[config.mk]
export PLATFORM = sky130hd
export DESIGN_NAME = pipelined_compressor_tree
export DESIGN_NICKNAME = d
export VERILOG_FILES = /design/src/rtl/compressor_pkg.sv /design/src/rtl/csa_reduce_level.sv /design/src/rtl/pipelined_compressor_tree.sv
export SDC_FILE = /design/constraint.sdc
export NUM_CORES = 1
export LEC_CHECK = 0
export BUFFER_PORTS_ARGS = -buffer_cell sky130_fd_sc_hd__buf_2
export CORE_ASPECT_RATIO = 1.2
export CORE_UTILIZATION = 58
export DETAILED_ROUTE_END_ITERATION = 8
export MAX_ROUTING_LAYER = met4
export PLACE_DENSITY_LB_ADDON = 0.25
export SYNTH_ARGS = -nofsm -noshare
export SYNTH_HDL_FRONTEND = slang
export SYNTH_SLANG_ARGS = --single-unit
[constraint.sdc]
create_clock -name clk -period 16.1 [get_ports clk]
set_input_delay 4.025 -clock clk [delete_from_list [all_inputs] [get_ports clk]]
set_output_delay 4.025 -clock clk [all_outputs]
set_load 0.1 [all_outputs]
[src/rtl/compressor_pkg.sv]
// Sizing helpers for the pipelined 3:2 compressor tree.
package compressor_pkg;

    // Terms left after one 3:2 level: each full group of three yields two.
    function automatic int unsigned num_results(input int unsigned n);
        return 32'd2 * (n / 32'd3) + (n % 32'd3);
    endfunction

    // Number of 3:2 levels needed to reach two (or fewer) terms.
    function automatic int unsigned num_levels(input int unsigned n);
        int unsigned k;
        int unsigned cnt;
        k   = n;
        cnt = 0;
        while (k > 32'd2) begin
            k   = num_results(k);
            cnt = cnt + 32'd1;
        end
        return cnt;
    endfunction

    // Number of terms entering level lvl.
    function automatic int unsigned terms_at_level(input int unsigned n, input int unsigned lvl);
        int unsigned k;
        k = n;
        for (int unsigned i = 0; i < lvl; i++) begin
            k = num_results(k);
        end
        return k;
    endfunction

    // Accepted input to out_valid, in cycles, with no stall.
    function automatic int unsigned pipe_latency(input int unsigned n, input int unsigned lps);
        return (num_levels(n) + lps - 32'd1) / lps + 32'd1;
    endfunction

endpackage

[src/rtl/csa_reduce_level.sv]
// One combinational 3:2 carry-save reduction level.
module csa_reduce_level
    import compressor_pkg::*;
#(
    parameter int unsigned N       = 3,
    parameter int unsigned BIT_LEN = 16
) (
    input  logic [BIT_LEN-1:0] in_terms  [N],
    output logic [BIT_LEN-1:0] out_terms [num_results(N)]
);

    localparam int unsigned GROUPS = N / 3;
    localparam int unsigned REM    = N % 3;

    // Full adders per group of three: sum bit in place, majority shifted up one.
    for (genvar g = 0; g < GROUPS; g++) begin : g_fa
        logic [BIT_LEN-1:0] a;
        logic [BIT_LEN-1:0] b;
        logic [BIT_LEN-1:0] c;
        logic [BIT_LEN-1:0] maj;
        assign a   = in_terms[3*g];
        assign b   = in_terms[3*g+1];
        assign c   = in_terms[3*g+2];
        assign maj = (a & b) | (a & c) | (b & c);
        assign out_terms[2*g]   = a ^ b ^ c;
        assign out_terms[2*g+1] = maj << 1;
    end

    // Leftover one or two terms pass straight through.
    for (genvar r = 0; r < REM; r++) begin : g_pass
        assign out_terms[2*GROUPS+r] = in_terms[3*GROUPS+r];
    end

endmodule

[src/rtl/pipelined_compressor_tree.sv]
// Pipelined carry-save adder tree with valid/ready flow control and tag sideband.
module pipelined_compressor_tree
    import compressor_pkg::*;
#(
    parameter int unsigned NUM_ELEMENTS     = 9,
    parameter int unsigned BIT_LEN          = 16,
    parameter int unsigned LEVELS_PER_STAGE = 2,
    parameter int unsigned TAG_W            = 4
) (
    input  logic                clk,
    input  logic                rst_n,
    input  logic                in_valid,
    output logic                in_ready,
    input  logic [BIT_LEN-1:0]  terms [NUM_ELEMENTS],
    input  logic [TAG_W-1:0]    in_tag,
    output logic                out_valid,
    input  logic                out_ready,
    output logic [BIT_LEN-1:0]  out_sum,
    output logic [BIT_LEN-1:0]  out_s,
    output logic [BIT_LEN-1:0]  out_c,
    output logic [TAG_W-1:0]    out_tag
);

    localparam int unsigned L = num_levels(NUM_ELEMENTS);
    localparam int unsigned S = pipe_latency(NUM_ELEMENTS, LEVELS_PER_STAGE) - 1;

    logic               adv;
    logic               accept;
    logic               last_valid;
    logic [TAG_W-1:0]   last_tag;
    logic [BIT_LEN-1:0] fin_s;
    logic [BIT_LEN-1:0] fin_c;

    assign adv      = ~out_valid | out_ready;
    assign in_ready = adv;
    assign accept   = in_valid & adv;

    if (S > 0) begin : g_ctl
        logic             stg_valid [S];
        logic [TAG_W-1:0] stg_tag   [S];

        // Valid and tag shift register, one entry per data stage.
        always_ff @(posedge clk or negedge rst_n) begin
            if (!rst_n) begin
                for (int unsigned s = 0; s < S; s++) begin
                    stg_valid[s] <= 1'b0;
                    stg_tag[s]   <= '0;
                end
            end else if (adv) begin
                stg_valid[0] <= accept;
                stg_tag[0]   <= in_tag;
                for (int unsigned s = 1; s < S; s++) begin
                    stg_valid[s] <= stg_valid[s-1];
                    stg_tag[s]   <= stg_tag[s-1];
                end
            end
        end

        assign last_valid = stg_valid[S-1];
        assign last_tag   = stg_tag[S-1];
    end else begin : g_noctl
        assign last_valid = accept;
        assign last_tag   = in_tag;
    end

    for (genvar l = 0; l < L; l++) begin : g_lvl
        localparam int unsigned N_IN  = terms_at_level(NUM_ELEMENTS, l);
        localparam int unsigned N_OUT = num_results(N_IN);
        localparam bit          REG   = ((l + 1) % LEVELS_PER_STAGE == 0) || (l + 1 == L);

        logic [BIT_LEN-1:0] lin  [N_IN];
        logic [BIT_LEN-1:0] lout [N_OUT];
        logic [BIT_LEN-1:0] nxt  [N_OUT];

        if (l == 0) begin : g_src
            assign lin = terms;
        end else begin : g_src
            assign lin = g_lvl[l-1].nxt;
        end

        csa_reduce_level #(
            .N       (N_IN),
            .BIT_LEN (BIT_LEN)
        ) u_level (
            .in_terms  (lin),
            .out_terms (lout)
        );

        if (REG) begin : g_reg
            // Stage data register; bubbles may carry stale data.
            always_ff @(posedge clk) begin
                if (adv) begin
                    nxt <= lout;
                end
            end
        end else begin : g_comb
            assign nxt = lout;
        end
    end

    if (L == 0) begin : g_fin
        assign fin_s = terms[0];
        if (NUM_ELEMENTS > 1) begin : g_two
            assign fin_c = terms[1];
        end else begin : g_one
            assign fin_c = '0;
        end
    end else begin : g_fin
        assign fin_s = g_lvl[L-1].nxt[0];
        assign fin_c = g_lvl[L-1].nxt[1];
    end

    // Output register after the final carry-propagate add.
    always_ff @(posedge clk or negedge rst_n) begin
        if (!rst_n) begin
            out_valid <= 1'b0;
            out_sum   <= '0;
            out_s     <= '0;
            out_c     <= '0;
            out_tag   <= '0;
        end else if (adv) begin
            out_valid <= last_valid;
            out_sum   <= fin_s + fin_c;
            out_s     <= fin_s;
            out_c     <= fin_c;
            out_tag   <= last_tag;
        end
    end

endmodule

# == Word-level counts from Yosys, hierarchy flattened ==
# Index checks and enable logic that the tools add are counted.
# totals
reg_bits,155
in_bits,152
elab_cells,68
# op_classes
add_sub_neg,1
bitwise,52
# op_table
operator,n
$and 15x15->15,21
$xor 16x16->16,14
$or 15x15->15,14
$add 16x16->16,1
$and 1x1->1,1
$not 1->1,1
$or 1x1->1,1

# == Depth between registers and ports, before layout ==
# Gate-level depths: netlist of the first run.
# depth
depth_word,6
ltp_mapped,8

# == Cells and area by module ==
# A second synthesis of the first run with hierarchy kept.
# unflattened
hier_cells,584
hier_area_um2,8406.8
# by_module_without_submodules
mod,instances,cells_each,area_per_inst_um2,seq_area_each_um2
pipelined_compressor_tree,1,445,5950.7,4459.3
csa_reduce_level at g_lvl[0].u_level,1,52,998.5,0.0
csa_reduce_level at g_lvl[1].u_level,1,35,666.9,0.0
csa_reduce_level at g_lvl[2].u_level,1,34,455.4,0.0
csa_reduce_level at g_lvl[3].u_level,1,18,335.3,0.0

# == Worst setup path after synthesis of the first run ==
# OpenSTA, ideal clock, no wires.
# synth_path
kind,input to output
startpoint,input out_ready
endpoint,output in_ready
arrival_ps,7808
required_ps,12075
slack_ps,4267
stages,4
cell_sequence,nor2b_1 > clkbuf_1 > inv_2 > clkbuf_1
# synth_via
elab_chain_len,1
# synth_rtl
element,line_no,rtl
start: declaration,pipelined_compressor_tree.sv:17,"input logic out_ready,"
$or 1x1->1,pipelined_compressor_tree.sv:34,assign adv = ~out_valid | out_ready;
end: declaration,pipelined_compressor_tree.sv:13,"output logic in_ready,"
# Every way passes these cells.

# == Final worst setup path of the first run ==
# Ends and elaborated chain as after synthesis.

==> results of run 1 <==
-- worst max-delay path: cells and delay by family --
family | cells | cell delay, ps
buffers and inverters | 4 | 1490
AND/OR/NAND/NOR | 1 | 30
-- area by class of cell --
class                      count  area share
clock buffer                  21      0.0490
clock inverter                11      0.0109
inverter                     159      0.0593
multi-input combinational    367       0.343
sequential                   150       0.415
tap                          171      0.0211
timing repair buffer         206       0.102
-- path summary, 6_finish.rpt --
path | cells after the start | endpoint | startpoint
max | 5 | in_ready | out_ready
min reg2reg | 2 | out_tag[2] | out_tag[2]
max in group asynchronous | 2 | out_s[14] | rst_n
min in group asynchronous | 2 | out_sum[0] | rst_n
max reg2reg | 4 | g_lvl[1].nxt[44] | out_valid
min | 2 | out_tag[2] | out_tag[2]
-- flip-flops by register name, indices dropped and copies added (netlist names) --
| signal | cells |
|---|---|
| out_tag | 4 |
| out_valid | 1 |
| last_valid | 1 |
| g_ctl.stg_valid | 1 |
| fin_c | 14 |
| out_sum | 16 |
| g_ctl.stg_tag | 4 |
| out_s | 14 |
| g_lvl.nxt | 61 |
| out_c | 14 |
| fin_s | 16 |
| last_tag | 4 |
-- power groups by stage --
stage / Combinational, mW / Clock, mW / Sequential [mW]
after floorplan: 0.459 / 0 / 1.16
after global routing: 1.24 / 0.420 / 0.734
after CTS: 1.16 / 0.405 / 0.717
final: 1.15 / 0.398 / 0.715
after global placement: 1.11 / 0 / 0.713
after detailed placement: 1.14 / 0 / 0.722
-- metal layers --
layer / global-route usage / up-vias / part of all wire
met4: 0.111 / 0 / 0.034
met3: 0.0641 / 60 / 0.051
met5: - / - / 0
met2: 0.425 / 190 / 0.55
li1: - / 2542 / -
met1: 0.244 / 2614 / 0.37
-- per-stage QoR --
step	power (mW)	hold slack (ps)
after floorplan	1.62	422
after global placement	1.82	442
after detailed placement	1.86	450
after CTS	2.28	464
after global routing	2.40	479
final	2.26	457
-- kinds of logic after synthesis --
| family | after synthesis | share of synthesized area |
|---|---|---|
| other cells | 1 | 0.000449 |
| flops | 150 | 0.504 |
| compound gates | 43 | 0.0342 |
| fa+ha+maj | 117 | 0.266 |
| xor+xnor | 20 | 0.0210 |
| mux | 1 | 0.00135 |
| buf+inv | 177 | 0.0813 |
| simple gates | 184 | 0.0918 |
-- cell usage after synthesis, types with 2 or more instances --
cell type  instances
buf_4              4
a21oi_1           14
nand4_1            3
o211ai_1           3
ha_1              16
a31oi_1            2
edfxtp_1          91
o21ai_0           11
xnor2_1           14
nand3_1            2
xor2_1             6
dfrtp_1           59
clkbuf_1          11
a211oi_1           2
buf_1              3
inv_1            158
nor3_1             4
nand2_1          143
nor2_1            15
nor3b_1            4
a21o_1             5
nor2b_1            2
nand2b_1           3
fa_1             101
==> impl_metrics.tcl, run 1 <==
set metrics [dict create \
    p_int_mw 1.16 \
    cts_tree "done" \
    grt_pass1_wl_mm 26.2 \
    hold_viol 0 \
    cp-start-kind "input port" \
    grt_pass1_vias 5880 \
    pre_cts_ws_ps 6470 \
    hold_class "flop to flop" \
    dr_total_vias 5406 \
    crit_chain "buf_2, nor2b_4, buf_4, inv_6, buf_2" \
    cts_buffer_depth 2 \
    layout_setup_ws_ps 6470 \
    crit_slowest_cell "inv_6" \
    placementRows 47 \
    setup_violations 0 \
    ctsHtreeMaxLevel 4 \
    synth_ff_type "edfxtp_1" \
    post-cts-setup-buffers 0 \
    die_area_um2 14900 \
    power_leakage_nw 5.10 \
    max_stage_delay_ps 540 \
    synth_area_um2 8350 \
    place_hpwl_mm 11.7 \
    fp.dieH_um 133 \
    grt_usage 0.239 \
    max-vdd-ir-drop_uv 111 \
    grt_max_degree 80 \
    drive_gt1_frac 0.268 \
    synth-edff-count 91 \
    synth_seq_cells 150 \
    fin_crit_sh 0.598 \
    core_area_um2 13900 \
    die_w_um 112 \
    min_period_ps 9630 \
    numCtsBuffers 17 \
    postCtsHoldBufs 0 \
    regArea_um2 4210 \
    skew_ps 12.2 \
    rsz0062_at_grt "no" \
    slew_violations 0 \
    clk_latency_ps 420 \
    cp.required_ps 12070 \
    antenna_found_initial 0 \
    start_util 0.599 \
    wl_per_cell_um 14.4 \
    drtAntennaViolNets 0 \
    pwr-share-clk 0.176 \
    max_slew_margin 0.419 \
    drt-pass1-iter-count 6 \
    synthTopCellsByArea "edfxtp_1 33%, fa_1 24%, dfrtp_1 18%" \
    p_comb_frac 0.508 \
    crit_path_max_fanout 79 \
    p_sw_frac 0.489 \
    avgSynthCellArea_um2 12.1 \
    cts_root_buffer "clkbuf_16" \
    route.detailed.drc 9 \
    layoutNonFillerInstCount 1085 \
    viasPerCell 4.98 \
    multiInputGateArea_um2 3480 \
    yosys_warnings 0 \
    grt.overflow.total 0 \
    area_growth_pct 21.5 \
    mostFrequentLayoutCell "buf_2" \
    dp.cells 1053 \
    routed_wl_mm 15.6 \
    n_antenna_cell 0 \
    outcome "finished, violations left" \
    portBuffers 203 \
    worstPathArrival_ps 5610 \
    reg2reg_slack_ps 13550 \
    seqPwrFrac 0.316 \
    pin_count 206 \
    clock.fmax_ghz 0.104 \
    critPathCaptureType "output port" \
    cts_num_sinks 150 \
    synthArstFlopShare 0.393 \
    synth_top_area_frac 0.327 \
    ys_seq_area_frac 0.504 \
    synth.distinct_cells 41 \
    dpl_cell_area_um2 9540 \
    violations "design-rule violations" \
    synthCells 693 \
    power.net_switching_mw 1.11 \
    maxCapViolCount 0 \
    drtIter0Drc 355 \
    fin_util 0.728 \
    final_cell_mix "203 x buf_2, 158 x inv_1, 143 x nand2_1" \
    critPathMostFrequentCell "buf_2" \
    setup_tns_ps 0 \
    power.density_nw_per_um2 223 \
    clk_transition_reported_paths_ps 60 \
    path_class "input port to output port" \
    fillerInstances 966 \
    finalNetCount 1170 \
    worst_pin_slew_ps 871 \
    final_cell_area_um2 10100 \
    synth_top_area_cell "edfxtp_1" \
    cts.repair.resized 0 \
    place.gp.congestion 0.782 \
]
Note: power is estimated with default switching activity, not from simulation.
==> inputs of run 2 (changes only) <==
--- a/config.mk
+++ b/config.mk
@@ -5,9 +5,10 @@
 export SDC_FILE = /design/constraint.sdc
 export NUM_CORES = 1
 export LEC_CHECK = 0
+export ABC_AREA = 1
 export BUFFER_PORTS_ARGS = -buffer_cell sky130_fd_sc_hd__buf_2
 export CORE_ASPECT_RATIO = 1.2
-export CORE_UTILIZATION = 58
+export CORE_UTILIZATION = 49
 export DETAILED_ROUTE_END_ITERATION = 8
 export MAX_ROUTING_LAYER = met4
 export PLACE_DENSITY_LB_ADDON = 0.25
==> constraint.sdc (replaced) <==
create_clock -name clk -period 8.4 [get_ports clk]
set_input_delay 2.1 -clock clk [delete_from_list [all_inputs] [get_ports clk]]
set_output_delay 2.1 -clock clk [all_outputs]
set_load 0.1 [all_outputs]
==> impl_metrics.tcl, run 2 <==
set metrics [dict create \
    critPathCaptureType "output port" \
    drtIter0Drc 252 \
    fin_util 0.610 \
    area_growth_pct 21.3 \
    ctsHtreeMaxLevel 4 \
    crit_chain "buf_2, nor2_4, buf_4, inv_6, buf_2" \
    p_total_mw 4.31 \
    portBuffers 203 \
    place.gp.congestion 0.824 \
    power_leakage_nw 5.32 \
    worstPathArrival_ps 3620 \
    met2WireLength_mm 7.43 \
    synth-edff-count 91 \
    final_cell_area_um2 10300 \
    viasPerCell 4.49 \
    fillerInstances 1446 \
    max_stage_delay_ps 530 \
    critPathCapture "in_ready" \
    post-cts-setup-buffers 0 \
    fin_crit_sh 0.681 \
    hold_viol 0 \
    synth_common_cells "197 x nand2_1, 196 x inv_1, 101 x fa_1" \
    cts_buffer_depth 2 \
    finalNetCount 1239 \
    met3_length_um 824 \
    routed_wl_mm 14.4 \
    dp.cells 1167 \
    skew_ps 9.24 \
    power.density_nw_per_um2 418 \
    final_cell_mix "203 x buf_2, 197 x nand2_1, 196 x inv_1" \
    cp-start-kind "input port" \
    synth_ff_type "edfxtp_1" \
    setup_violations 0 \
    regMostFlops "g_lvl.nxt" \
    maxCapViolCount 0 \
    fp.dieH_um 146 \
    placementRows 52 \
    synthCells 760 \
    antenna_found_initial 0 \
    rr_endpoint "out_sum[4]" \
    cts.repair.resized 0 \
    reg2reg_slack_ps 5800 \
    worst_pin_slew_ps 928 \
    synthArstFlopShare 0.393 \
    drt-pass1-iter-count 4 \
    mostFrequentLayoutCell "buf_2" \
    synth_most_common_cell "nand2_1" \
    rsz0062_at_grt "no" \
    cts_num_sinks 150 \
    layoutNonFillerInstCount 1199 \
    dr_total_vias 5382 \
    yosys_warnings 0 \
    die_w_um 122 \
    ys_seq_area_frac 0.495 \
    postCtsHoldBufs 0 \
    synth_top_area_cell "edfxtp_1" \
    worstReg2RegStart "out_valid" \
    route.detailed.drc 0 \
    min_period_ps 5720 \
    place_hpwl_mm 11.1 \
    critPathMostFrequentCell "buf_2" \
    drive_gt1_frac 0.245 \
    synthTopCellsByArea "edfxtp_1 32%, fa_1 24%, dfrtp_1 17%" \
    numCtsBuffers 17 \
    pin_count 206 \
    regArea_um2 4210 \
    drtAntennaViolNets 0 \
    start_util 0.503 \
    largest_reg_flops 61 \
    dpl_cell_area_um2 9730 \
    avgSynthCellArea_um2 11.2 \
    grt_max_degree 83 \
    core_area_um2 16900 \
    max-vdd-ir-drop_uv 232 \
    synth_area_um2 8500 \
    synth.distinct_cells 24 \
    outcome "finished clean" \
    cp.required_ps 6300 \
    hold_class "flop to flop" \
    path_class "input port to output port" \
    slew_violations 0 \
    cp-startpoint "out_ready" \
    clk_transition_reported_paths_ps 60 \
    grt_usage 0.183 \
    crit_path_max_fanout 65 \
    reg2reg_depth 7 \
    grt_pass1_vias 5587 \
    m1WireLength_mm 5.89 \
    n_antenna_cell 0 \
    grt_pass1_wl_mm 24.4 \
    grt.overflow.total 0 \
    max_slew_margin 0.381 \
    setup_tns_ps 0 \
    clk_latency_ps 420 \
    multiInputGateArea_um2 3460 \
    synth_top_area_frac 0.321 \
    cts_root_buffer "clkbuf_16" \
    cts_tree "done" \
    die_area_um2 17900 \
    wl_per_cell_um 12.0 \
    synth_seq_cells 150 \
    highest_layer "met4" \
    crit_slowest_cell "buf_4" \
    clock.fmax_ghz 0.175 \
]
## run 2: area by class of cell
class                      instances  share of cell area
clock buffer                      22              0.0472
clock inverter                    10             0.00995
inverter                         197              0.0722
multi-input combinational        398               0.336
sequential                       150               0.408
tap                              216              0.0262
timing repair buffer             206               0.101
## run 2: report_power, final
part,switching (mW),internal [mW]
Clock,0.279,0.468
Combinational,1.67,0.538
Sequential,0.166,1.20
## run 2: cells by family after synthesis
| group | Yosys count | synth area share |
|---|---|---|
| AND/OR/NAND/NOR | 236 | 0.111 |
| XOR/XNOR | 19 | 0.0196 |
| buffers and inverters | 213 | 0.0989 |
| other | 1 | 0.000441 |
| adder cells (fa/ha/maj) | 117 | 0.261 |
| flip-flops | 150 | 0.495 |
| AO/OA/AOI/OAI | 24 | 0.0141 |
## run 2: worst min path at each step
stage / from / endpoint / slack (ps) / cells past startpoint
after floorplan: fin_s[0] / out_sum[0] / 420 / 2
after global placement: fin_s[1] / out_sum[1] / 420 / 2
after global routing: last_valid / out_valid / 470 / 2
after detailed placement: last_valid / out_valid / 430 / 2
after CTS: last_valid / out_valid / 450 / 2
final: last_valid / out_valid / 450 / 2
## run 2: worst max-delay path: cells and delay by family
family | cells | cell delay [ps]
buf+inv | 4 | 1400
simple gates | 1 | 80
## run 2: metrics by stage
step,setup WS (ps),hold slack (ps)
4_1_cts,2650,450
3_3_place_gp,2660,422
3_5_place_dp,2670,434
5_1_grt,2540,473
6_report,2680,447
2_1_floorplan,595,418
## run 2: metal layers
layer | global-route usage | vias to the layer above
li1 | - | 2672
met2 | 0.303 | 139
met4 | 0.0677 | 0
met3 | 0.0426 | 24
met5 | - | -
met1 | 0.216 | 2547
==> inputs of run 3 (changes only) <==
==> constraint.sdc (replaced) <==
create_clock -name clk -period 4.8 [get_ports clk]
set_input_delay 1.2 -clock clk [delete_from_list [all_inputs] [get_ports clk]]
set_output_delay 1.2 -clock clk [all_outputs]
set_load 0.1 [all_outputs]
==> impl_metrics.tcl, run 3 (same netlist as run 2, synthesis figures left out) <==
set metrics [dict create \
    outcome "finished clean" \
    power.density_nw_per_um2 735 \
    layoutNonFillerInstCount 1199 \
    clk_latency_ps 420 \
    postCtsHoldBufs 0 \
    worstPathArrival_ps 2270 \
    grt_pass1_vias 5660 \
    whs_ps 446 \
    drtAntennaViolNets 0 \
    route.detailed.drc 0 \
    grt_max_degree 81 \
    drt-pass1-iter-count 4 \
    post-cts-setup-buffers 0 \
    mostFrequentLayoutCell "buf_2" \
    setup_tns_ps 0 \
    viasPerCell 4.52 \
    hold_depth 2 \
    cp-start-kind "input port" \
    cts_num_sinks 150 \
    maxCapViolCount 0 \
    cts_buffer_depth 2 \
    crit_slowest_cell "buf_2" \
    fp.dieH_um 146 \
    cts_root_buffer "clkbuf_16" \
    max_slew_margin 0.403 \
    rsz0062_at_grt "no" \
    regMostFlops "g_lvl.nxt" \
    met3_length_um 776 \
    crit_path_max_fanout 66 \
    dp.cells 1167 \
    place_hpwl_mm 11.5 \
    drive_gt1_frac 0.249 \
    portBuffers 203 \
    largest_reg_flops 61 \
    cts.repair.resized 0 \
    cts_tree "done" \
    clk_transition_reported_paths_ps 60 \
    die_area_um2 17900 \
    min_period_ps 3470 \
    critPathCaptureType "output port" \
    max-vdd-ir-drop_uv 350 \
    setup_violations 0 \
    grt_usage 0.193 \
    numCtsBuffers 17 \
    hp-start "fin_s[1]" \
    layout_setup_ws_ps 1330 \
    pin_count 206 \
    crit_chain "buf_2, nor2_4, inv_6, buf_2" \
    place.gp.congestion 0.797 \
    reg2reg_depth 4 \
    met2WireLength_mm 7.79 \
    start_util 0.503 \
    max_stage_delay_ps 530 \
    min_to "out_sum[1]" \
    slew_violations 0 \
    rr_endpoint "fin_s[12]" \
    grt.overflow.total 0 \
    routed_wl_mm 14.8 \
    worstReg2RegStart "out_valid" \
    dr_total_vias 5415 \
    final_cell_mix "203 x buf_2, 197 x nand2_1, 196 x inv_1" \
    critPathMostFrequentCell "buf_2" \
    cp.required_ps 3600 \
    worst_pin_slew_ps 895 \
    pre_cts_ws_ps 1290 \
    hold_class "flop to flop" \
    power_leakage_nw 5.32 \
    ctsHtreeMaxLevel 4 \
    path_class "input port to output port" \
    hold_viol 0 \
    area_growth_pct 21.6 \
    drtIter0Drc 256 \
    n_antenna_cell 0 \
    finalNetCount 1239 \
    skew_ps 7.67 \
    placementRows 52 \
    highest_layer "met4" \
    core_area_um2 16900 \
    wl_per_cell_um 12.4 \
    grt_pass1_wl_mm 25.5 \
    fin_crit_sh 0.723 \
    die_w_um 122 \
    clock.fmax_ghz 0.288 \
    m1WireLength_mm 6.04 \
    antenna_found_initial 0 \
    reg2reg_slack_ps 2670 \
]
run 3: cell types whose count changed in the layout (fill, tap and decap cells not counted):
| cell | before | now |
|---|---|---|
| clkbuf_1 | 3 | 1 |
| clkbuf_16 | 19 | 17 |
| clkbuf_8 | 0 | 2 |
| clkinv_1 | 2 | 0 |
| clkinv_4 | 0 | 2 |
| clkinvlp_4 | 2 | 4 |
| bufinv_16 | 2 | 3 |
| clkinv_2 | 4 | 3 |
run 3: power by group:
group | total, mW | internal [mW] | leakage, nW | switching (mW)
Sequential | 2.38 | 2.09 | 1.63 | 0.287
Combinational | 3.87 | 0.947 | 3.40 | 2.92
Clock | 1.35 | 0.843 | 0.288 | 0.506
Total | 7.60 | 3.88 | 5.32 | 3.72
run 3: metal layers:
metal / vias up / GRT usage
met5: - / -
met4: 0 / 0.0677
met3: 13 / 0.0449
met2: 145 / 0.322
met1: 2593 / 0.226
li1: 2664 / -
run 3: worst max-delay path: cells and delay by family:
| kind | cells | cell delay [ps] |
|---|---|---|
| simple gates | 1 | 50 |
| buf+inv | 3 | 1020 |
run 3: how the worst max path moves through the flow:
stage | from | endpoint | slack (ps)
CTS | out_ready | in_ready | 1290
floorplan | out_ready | in_ready | 600
finish | out_ready | in_ready | 1330
global route | out_ready | in_ready | 1240
global placement | out_ready | in_ready | 1290
detailed placement | out_ready | in_ready | 1290
run 3: metrics by stage:
stage,instance area [µm²],util,total power [mW]
finish,10300,0.611,7.60
global route,10300,0.611,8.18
CTS,10300,0.611,7.70
detailed placement,9730,0.575,6.33
global placement,9730,0.575,6.23
floorplan,8510,-,5.50
run 3: area by class of cell:
type | count | area [µm²]
clock buffers | 20 | 457
fillers | 1409 | 6580
multi-input cells | 398 | 3460
clock inverters | 12 | 153
inverters | 197 | 744
repair buffers | 206 | 1040
flip-flops and latches | 150 | 4210
well taps | 216 | 270
